`src/rtl/pinwheel_regfile_ctrl_if.sv`:
```
// rtl/pinwheel_regfile_ctrl_if.sv - operand-read request/response and writeback bus for the pinwheel regfile controller
interface pinwheel_regfile_ctrl_if;
  // operand-read request
  logic        req_valid;
  logic        req_ready;
  logic [1:0]  req_hart;
  logic [4:0]  req_rs1;
  logic [4:0]  req_rs2;

  // operand-read response
  logic        rsp_valid;
  logic [31:0] rsp_rs1_data;
  logic [31:0] rsp_rs2_data;

  // writeback, no backpressure
  logic        wb_valid;
  logic [1:0]  wb_hart;
  logic [4:0]  wb_rd;
  logic [31:0] wb_data;

  // pipeline side issuing reads and writebacks
  modport master (
    output req_valid, req_hart, req_rs1, req_rs2,
    input  req_ready,
    input  rsp_valid, rsp_rs1_data, rsp_rs2_data,
    output wb_valid, wb_hart, wb_rd, wb_data
  );

  // regfile controller side
  modport slave (
    input  req_valid, req_hart, req_rs1, req_rs2,
    output req_ready,
    output rsp_valid, rsp_rs1_data, rsp_rs2_data,
    input  wb_valid, wb_hart, wb_rd, wb_data
  );
endinterface

```
`src/rtl/pinwheel_regfile_ctrl.sv`:
```
// rtl/pinwheel_regfile_ctrl.sv - 4-hart x 32-reg regfile controller: power-up clear, operand reads with writeback bypass
module pinwheel_regfile_ctrl (
  input  logic                        clk,
  input  logic                        rst_n,
  pinwheel_regfile_ctrl_if.slave      bus,
  output logic [7:0]                  rf_raddr0,
  input  logic [31:0]                 rf_rdata0,
  output logic [7:0]                  rf_raddr1,
  input  logic [31:0]                 rf_rdata1,
  output logic [7:0]                  rf_waddr,
  output logic [31:0]                 rf_wdata,
  output logic                        rf_wren,
  output logic                        init_done
);

  typedef enum logic [1:0] {
    ST_INIT  = 2'd0,
    ST_CLEAR = 2'd1,
    ST_RUN   = 2'd2
  } state_t;

  state_t      state_q;
  state_t      state_d;
  logic [6:0]  clr_cnt_q;
  logic [6:0]  clr_cnt_d;
  logic        run;

  // writeback qualification: x0 writes never reach the RAM nor the bypass path
  logic        wb_live;
  logic        accept;
  logic        byp1;
  logic        byp2;

  // response-cycle state captured at the accept edge
  logic        rsp_valid_q;
  logic        rs1_zero_q;
  logic        rs2_zero_q;
  logic        byp1_q;
  logic        byp2_q;
  logic [31:0] byp_data_q;

  assign wb_live = bus.wb_valid & (bus.wb_rd != 5'd0);
  assign accept  = bus.req_valid & run;

  // A writeback landing in the accept cycle is not visible to the RAM read
  // (old data on read-during-write), so the operand is forwarded instead.
  assign byp1 = accept & wb_live & (bus.wb_hart == bus.req_hart) & (bus.wb_rd == bus.req_rs1);
  assign byp2 = accept & wb_live & (bus.wb_hart == bus.req_hart) & (bus.wb_rd == bus.req_rs2);

  // Read addresses follow the request bus every cycle; the RAM latches them at the edge.
  assign rf_raddr0 = {1'b0, bus.req_hart, bus.req_rs1};
  assign rf_raddr1 = {1'b0, bus.req_hart, bus.req_rs2};

  assign bus.req_ready = run;
  assign init_done     = run;

  // state and clear-address register
  always_ff @(posedge clk or negedge rst_n) begin
    if (!rst_n) begin
      state_q   <= ST_INIT;
      clr_cnt_q <= 7'd0;
    end else begin
      state_q   <= state_d;
      clr_cnt_q <= clr_cnt_d;
    end
  end

  // next state, clear walk and write-port mux
  always_comb begin
    state_d   = state_q;
    clr_cnt_d = clr_cnt_q;
    run       = 1'b0;
    rf_wren   = 1'b0;
    rf_waddr  = 8'd0;
    rf_wdata  = 32'd0;
    case (state_q)
      ST_INIT: begin
        state_d = ST_CLEAR;
      end
      ST_CLEAR: begin
        rf_wren   = 1'b1;
        rf_waddr  = {1'b0, clr_cnt_q};
        rf_wdata  = 32'd0;
        clr_cnt_d = clr_cnt_q + 7'd1;
        if (clr_cnt_q == 7'd127) begin
          state_d = ST_RUN;
        end
      end
      ST_RUN: begin
        run      = 1'b1;
        rf_wren  = wb_live;
        rf_waddr = {1'b0, bus.wb_hart, bus.wb_rd};
        rf_wdata = bus.wb_data;
      end
      default: begin
        state_d = ST_INIT;
      end
    endcase
  end

  // capture per-operand zero/bypass decisions for the single response cycle
  always_ff @(posedge clk or negedge rst_n) begin
    if (!rst_n) begin
      rsp_valid_q <= 1'b0;
      rs1_zero_q  <= 1'b0;
      rs2_zero_q  <= 1'b0;
      byp1_q      <= 1'b0;
      byp2_q      <= 1'b0;
      byp_data_q  <= 32'd0;
    end else begin
      rsp_valid_q <= accept;
      rs1_zero_q  <= (bus.req_rs1 == 5'd0);
      rs2_zero_q  <= (bus.req_rs2 == 5'd0);
      byp1_q      <= byp1;
      byp2_q      <= byp2;
      if (byp1 | byp2) begin
        byp_data_q <= bus.wb_data;
      end
    end
  end

  // response data mux; data is forced to zero outside the response cycle
  always_comb begin
    bus.rsp_valid    = rsp_valid_q;
    bus.rsp_rs1_data = 32'd0;
    bus.rsp_rs2_data = 32'd0;
    if (rsp_valid_q) begin
      if (rs1_zero_q) begin
        bus.rsp_rs1_data = 32'd0;
      end else if (byp1_q) begin
        bus.rsp_rs1_data = byp_data_q;
      end else begin
        bus.rsp_rs1_data = rf_rdata0;
      end
      if (rs2_zero_q) begin
        bus.rsp_rs2_data = 32'd0;
      end else if (byp2_q) begin
        bus.rsp_rs2_data = byp_data_q;
      end else begin
        bus.rsp_rs2_data = rf_rdata1;
      end
    end
  end

endmodule

```
`src/flat_wrapper.sv`:
```
// flat-port wrapper written by rule: the top's interface ports become plain ports
module pinwheel_regfile_ctrl_flat 
  (clk, rst_n, rf_raddr0, rf_rdata0, rf_raddr1, rf_rdata1, rf_waddr, rf_wdata, rf_wren, init_done, bus_req_valid, bus_req_hart, bus_req_rs1, bus_req_rs2, bus_req_ready, bus_rsp_valid, bus_rsp_rs1_data, bus_rsp_rs2_data, bus_wb_valid, bus_wb_hart, bus_wb_rd, bus_wb_data);
  pinwheel_regfile_ctrl_if bus_i ();
  input  logic clk;
  input  logic rst_n;
  output logic [7:0] rf_raddr0;
  input  logic [31:0] rf_rdata0;
  output logic [7:0] rf_raddr1;
  input  logic [31:0] rf_rdata1;
  output logic [7:0] rf_waddr;
  output logic [31:0] rf_wdata;
  output logic rf_wren;
  output logic init_done;
  input wire logic [$bits(bus_i.req_valid)-1:0] bus_req_valid;
  input wire logic [$bits(bus_i.req_hart)-1:0] bus_req_hart;
  input wire logic [$bits(bus_i.req_rs1)-1:0] bus_req_rs1;
  input wire logic [$bits(bus_i.req_rs2)-1:0] bus_req_rs2;
  output wire logic [$bits(bus_i.req_ready)-1:0] bus_req_ready;
  output wire logic [$bits(bus_i.rsp_valid)-1:0] bus_rsp_valid;
  output wire logic [$bits(bus_i.rsp_rs1_data)-1:0] bus_rsp_rs1_data;
  output wire logic [$bits(bus_i.rsp_rs2_data)-1:0] bus_rsp_rs2_data;
  input wire logic [$bits(bus_i.wb_valid)-1:0] bus_wb_valid;
  input wire logic [$bits(bus_i.wb_hart)-1:0] bus_wb_hart;
  input wire logic [$bits(bus_i.wb_rd)-1:0] bus_wb_rd;
  input wire logic [$bits(bus_i.wb_data)-1:0] bus_wb_data;
  assign bus_i.req_valid = bus_req_valid;
  assign bus_i.req_hart = bus_req_hart;
  assign bus_i.req_rs1 = bus_req_rs1;
  assign bus_i.req_rs2 = bus_req_rs2;
  assign bus_req_ready = bus_i.req_ready;
  assign bus_rsp_valid = bus_i.rsp_valid;
  assign bus_rsp_rs1_data = bus_i.rsp_rs1_data;
  assign bus_rsp_rs2_data = bus_i.rsp_rs2_data;
  assign bus_i.wb_valid = bus_wb_valid;
  assign bus_i.wb_hart = bus_wb_hart;
  assign bus_i.wb_rd = bus_wb_rd;
  assign bus_i.wb_data = bus_wb_data;
  pinwheel_regfile_ctrl u_core (.clk(clk), .rst_n(rst_n), .bus(bus_i), .rf_raddr0(rf_raddr0), .rf_rdata0(rf_rdata0), .rf_raddr1(rf_raddr1), .rf_rdata1(rf_rdata1), .rf_waddr(rf_waddr), .rf_wdata(rf_wdata), .rf_wren(rf_wren), .init_done(init_done));
endmodule
```
`config.mk`:
```
export PLATFORM = sky130hd
export DESIGN_NAME = pinwheel_regfile_ctrl_flat
export DESIGN_NICKNAME = d
export VERILOG_FILES = /design/src/rtl/pinwheel_regfile_ctrl_if.sv /design/src/rtl/pinwheel_regfile_ctrl.sv /design/src/flat_wrapper.sv
export SDC_FILE = /design/constraint.sdc
export NUM_CORES = 1
export LEC_CHECK = 0
export ABC_AREA = 1
export CELL_PAD_IN_SITES_DETAIL_PLACEMENT = 1
export CELL_PAD_IN_SITES_GLOBAL_PLACEMENT = 2
export CORE_MARGIN = 1
export CORE_UTILIZATION = 17
export DETAILED_ROUTE_END_ITERATION = 8
export PLACE_DENSITY_LB_ADDON = 0.1
export SKIP_CTS_REPAIR_TIMING = 1
export SYNTH_ARGS = -nofsm -noshare
export SYNTH_HDL_FRONTEND = slang
export SYNTH_SLANG_ARGS = --single-unit
```
`constraint.sdc`:
```
create_clock -name clk -period 2.09 [get_ports clk]
set_input_delay 0.418 -clock clk [delete_from_list [all_inputs] [get_ports clk]]
set_output_delay 0.418 -clock clk [all_outputs]
set_load 0.01 [all_outputs]
```
==> results of run 1 <==
[registers in the layout, summed over array words and instances, names as in the netlist]
| name | cells |
|---|---|
| u_core.state_q | 2 |
| u_core.byp2_q | 1 |
| u_core.byp_data_q | 32 |
| u_core.bus.rsp_valid | 1 |
| u_core.clr_cnt_q | 7 |
| u_core.rs2_zero_q | 1 |
| u_core.byp1_q | 1 |
| u_core.rs1_zero_q | 1 |
[Yosys cell counts, drive strengths merged]
master	n	area, sq um
a211oi	2	15.0
a21oi	8	40.0
a31oi	1	6.26
buf	35	239
clkbuf	18	67.6
conb	1	3.75
dfrtp	46	1150
ha	5	62.6
inv	63	236
nand2	148	603
nand3	41	205
nand4	2	12.5
nor2	135	517
nor3	63	315
nor4	1	6.26
o21ai	2	10.0
o22ai	1	6.26
xnor2	4	35.0
xor2	5	43.8
[final cells by class]
class                   count  area, sq um  share of cell area
multi-input cells         421         1920               0.273
clock buffers               7          143              0.0203
well taps                 270          338              0.0482
clock inverters             1         5.00            0.000714
flip-flops and latches     46         1150               0.164
inverters                  63          243              0.0346
repair buffers            283         3220               0.459
[per-layer routing]
metal,track usage,part of all wire
met5,0,0
met4,0.0325,0.0099
met3,0.0248,0.046
met2,0.292,0.51
met1,0.194,0.43
[power by group]
part	total [mW]	internal [mW]	switching (mW)
Combinational	0.396	0.257	0.140
Clock	0.827	0.475	0.352
Sequential	0.891	0.891	0.000133
Total	2.11	1.62	0.491
[final timing paths]
kind	start	to	depth (start not counted)
worst max-delay path	u_core.state_q[1]	rf_waddr[4]	5
worst min-delay path	rst_n	u_core.byp_data_q[6]	1
worst max register to register	u_core.state_q[0]	u_core.byp_data_q[13]	13
worst min register to register	u_core.clr_cnt_q[0]	u_core.clr_cnt_q[0]	1
max in group asynchronous	rst_n	u_core.byp2_q	2
min in group clk	u_core.clr_cnt_q[0]	u_core.clr_cnt_q[0]	1
[placed cells by master (no fill, tap or decap), types with 2 or more instances in the layout]
cell type / count
sky130_fd_sc_hd__nor2_1: 133
sky130_fd_sc_hd__xnor2_1: 4
sky130_fd_sc_hd__dfrtp_1: 45
sky130_fd_sc_hd__nor3_1: 63
sky130_fd_sc_hd__nand3_1: 40
sky130_fd_sc_hd__xor2_1: 5
sky130_fd_sc_hd__o21ai_0: 2
sky130_fd_sc_hd__buf_12: 15
sky130_fd_sc_hd__dlymetal6s2s_1: 103
sky130_fd_sc_hd__clkbuf_16: 8
sky130_fd_sc_hd__a21oi_1: 7
sky130_fd_sc_hd__buf_4: 23
sky130_fd_sc_hd__a211oi_1: 2
sky130_fd_sc_hd__nand2_1: 134
sky130_fd_sc_hd__clkbuf_2: 3
sky130_fd_sc_hd__buf_6: 2
sky130_fd_sc_hd__nand2_4: 3
sky130_fd_sc_hd__nand2_2: 11
sky130_fd_sc_hd__ha_1: 3
sky130_fd_sc_hd__inv_2: 3
sky130_fd_sc_hd__conb_1: 3
sky130_fd_sc_hd__clkdlybuf4s50_1: 132
sky130_fd_sc_hd__inv_1: 58
sky130_fd_sc_hd__nand4_1: 2
[worst max-delay path, cell delays in order (launching register included)]
cell and delay (ns):
sky130_fd_sc_hd__dfrtp_1 0.41, sky130_fd_sc_hd__inv_1 0.10, sky130_fd_sc_hd__ha_1 0.30, sky130_fd_sc_hd__inv_1 0.14
sky130_fd_sc_hd__a21oi_1 0.20, sky130_fd_sc_hd__clkbuf_2 0.16
[logic make-up after synthesis]
group / Yosys count
compound gates: 14
xor+xnor: 9
fa+ha+maj: 5
buf+inv: 116
flops: 46
other cells: 1
simple gates: 390
==> results_dict.tcl, run 1 <==
set metrics [dict create \
    clock_latency_on_the_worst_skew_pair_ns 0.29 \
    synth-seq-area-share 0.322 \
    worstSetupStartpointType "flop" \
    port-buffer-count 239 \
    ys_warn_count 0 \
    groute.usage.overall 0.159 \
    die_area_sq_um 21600 \
    avgRoutedWirePerCell_microns 16.6 \
    design.portCount 243 \
    fillers 2482 \
    syn_inst 581 \
    nNetsFinal 944 \
    clock_sink_total 46 \
    worst_setup_path_end_kind "output port" \
    power.density_cell_area_nw_per_um2 301 \
    vias_per_cell 4.12 \
    netlist-cell-type-count 28 \
    holdWs_ns 0.128 \
    dieWidth_microns 147 \
    drc 0 \
    number_of_antenna_violations_at_the_first_check_in_global_routing 0 \
    wp_data_required_ns 1.67 \
    critical_path.max_fanout 8 \
    root_buffer "sky130_fd_sc_hd__clkbuf_16" \
    yosys.area_share.simple 0.464 \
    placed_cells 1076 \
    drt_iter0_drc 100 \
    synth_fa_ha_area_frac 0.0175 \
    vdd_ir_drop_max_v 0.000271 \
    status "finished, final reports clean" \
    initial_utilization 0.175 \
    min-delay-path-class "input pin to async pin" \
    tritoncts "done" \
    setup.reg_to_reg.worst_slack_ns 0.16 \
    cellLeakagePower_nw 5.27 \
    via_count_of_the_routed_design 4494 \
    ys_ff_latch 46 \
    grt_setup_unrepaired "yes" \
    timing.max_cap.violations 0 \
    synthesis.area_per_instance_sq_um 6.15 \
    worst_slew_margin_rel 0.597 \
    grt_start_max_net_pins 34 \
    mappedNetlistArea_sq_um 3580 \
    final.period_utilization 0.967 \
    ant_nets 0 \
    fin_util 0.343 \
    critPathKind "flop to output port" \
    drt_pre_antenna_iters 4 \
    setup_viol 0 \
    summed_negative_setup_slack_over_all_endpoints_ns 0 \
    antennaDiodeCount 0 \
    max_slew.worst_pin.slew_ns 0.604 \
    fp.dieH_microns 147 \
    cts_buffer_depth 2 \
    period_needed_ns 2.02 \
    totalWireLength_mm 18.1 \
    largest_family_of_logic_cells_by_synthesized_area "simple AND/OR/NAND/NOR gates" \
    max_freq_mhz 495 \
    fin_skew_ns 0.00379 \
    grt_overflow 0 \
    place_worst_setup_slack_ns -0.205 \
    synth_compound_area_frac 0.0217 \
    vias_in_the_first_global_route 4733 \
    area_growth_pct 96.1 \
    fin_total_pwr_mw 2.11 \
    cts-buffers-inserted 5 \
    cts.htree.levels 2 \
    slack_of_the_critical_path_ns 0.0688 \
    stdcell_count 1091 \
    grt_first_pass_wirelength_mm 26.6 \
    core_box_area_sq_um 20400 \
    layout-drive-gt1-share 0.0987 \
    post_dp_hpwl_mm 13.4 \
    worstPathArrival_ns 1.60 \
    placedInstanceArea_sq_um 6460 \
    final-max-slew-violation-count 0 \
    final_instance_area_sq_um 7010 \
    place_congestion 0.772 \
    synth-xor-area-share 0.0220 \
    cts_clk_pin_slew_worst_paths_ns 0.06 \
    post_synth_mux_area_share 0 \
    hold_viol 0 \
    placementRows 52 \
]
Note: power is estimated with default switching activity, not from simulation.
==> inputs of run 2 (changes only) <==
Settings changed: CAP_MARGIN set to 15.
==> results of run 2 <==
Final layout, timing and power as in run 1 (identical DEF).
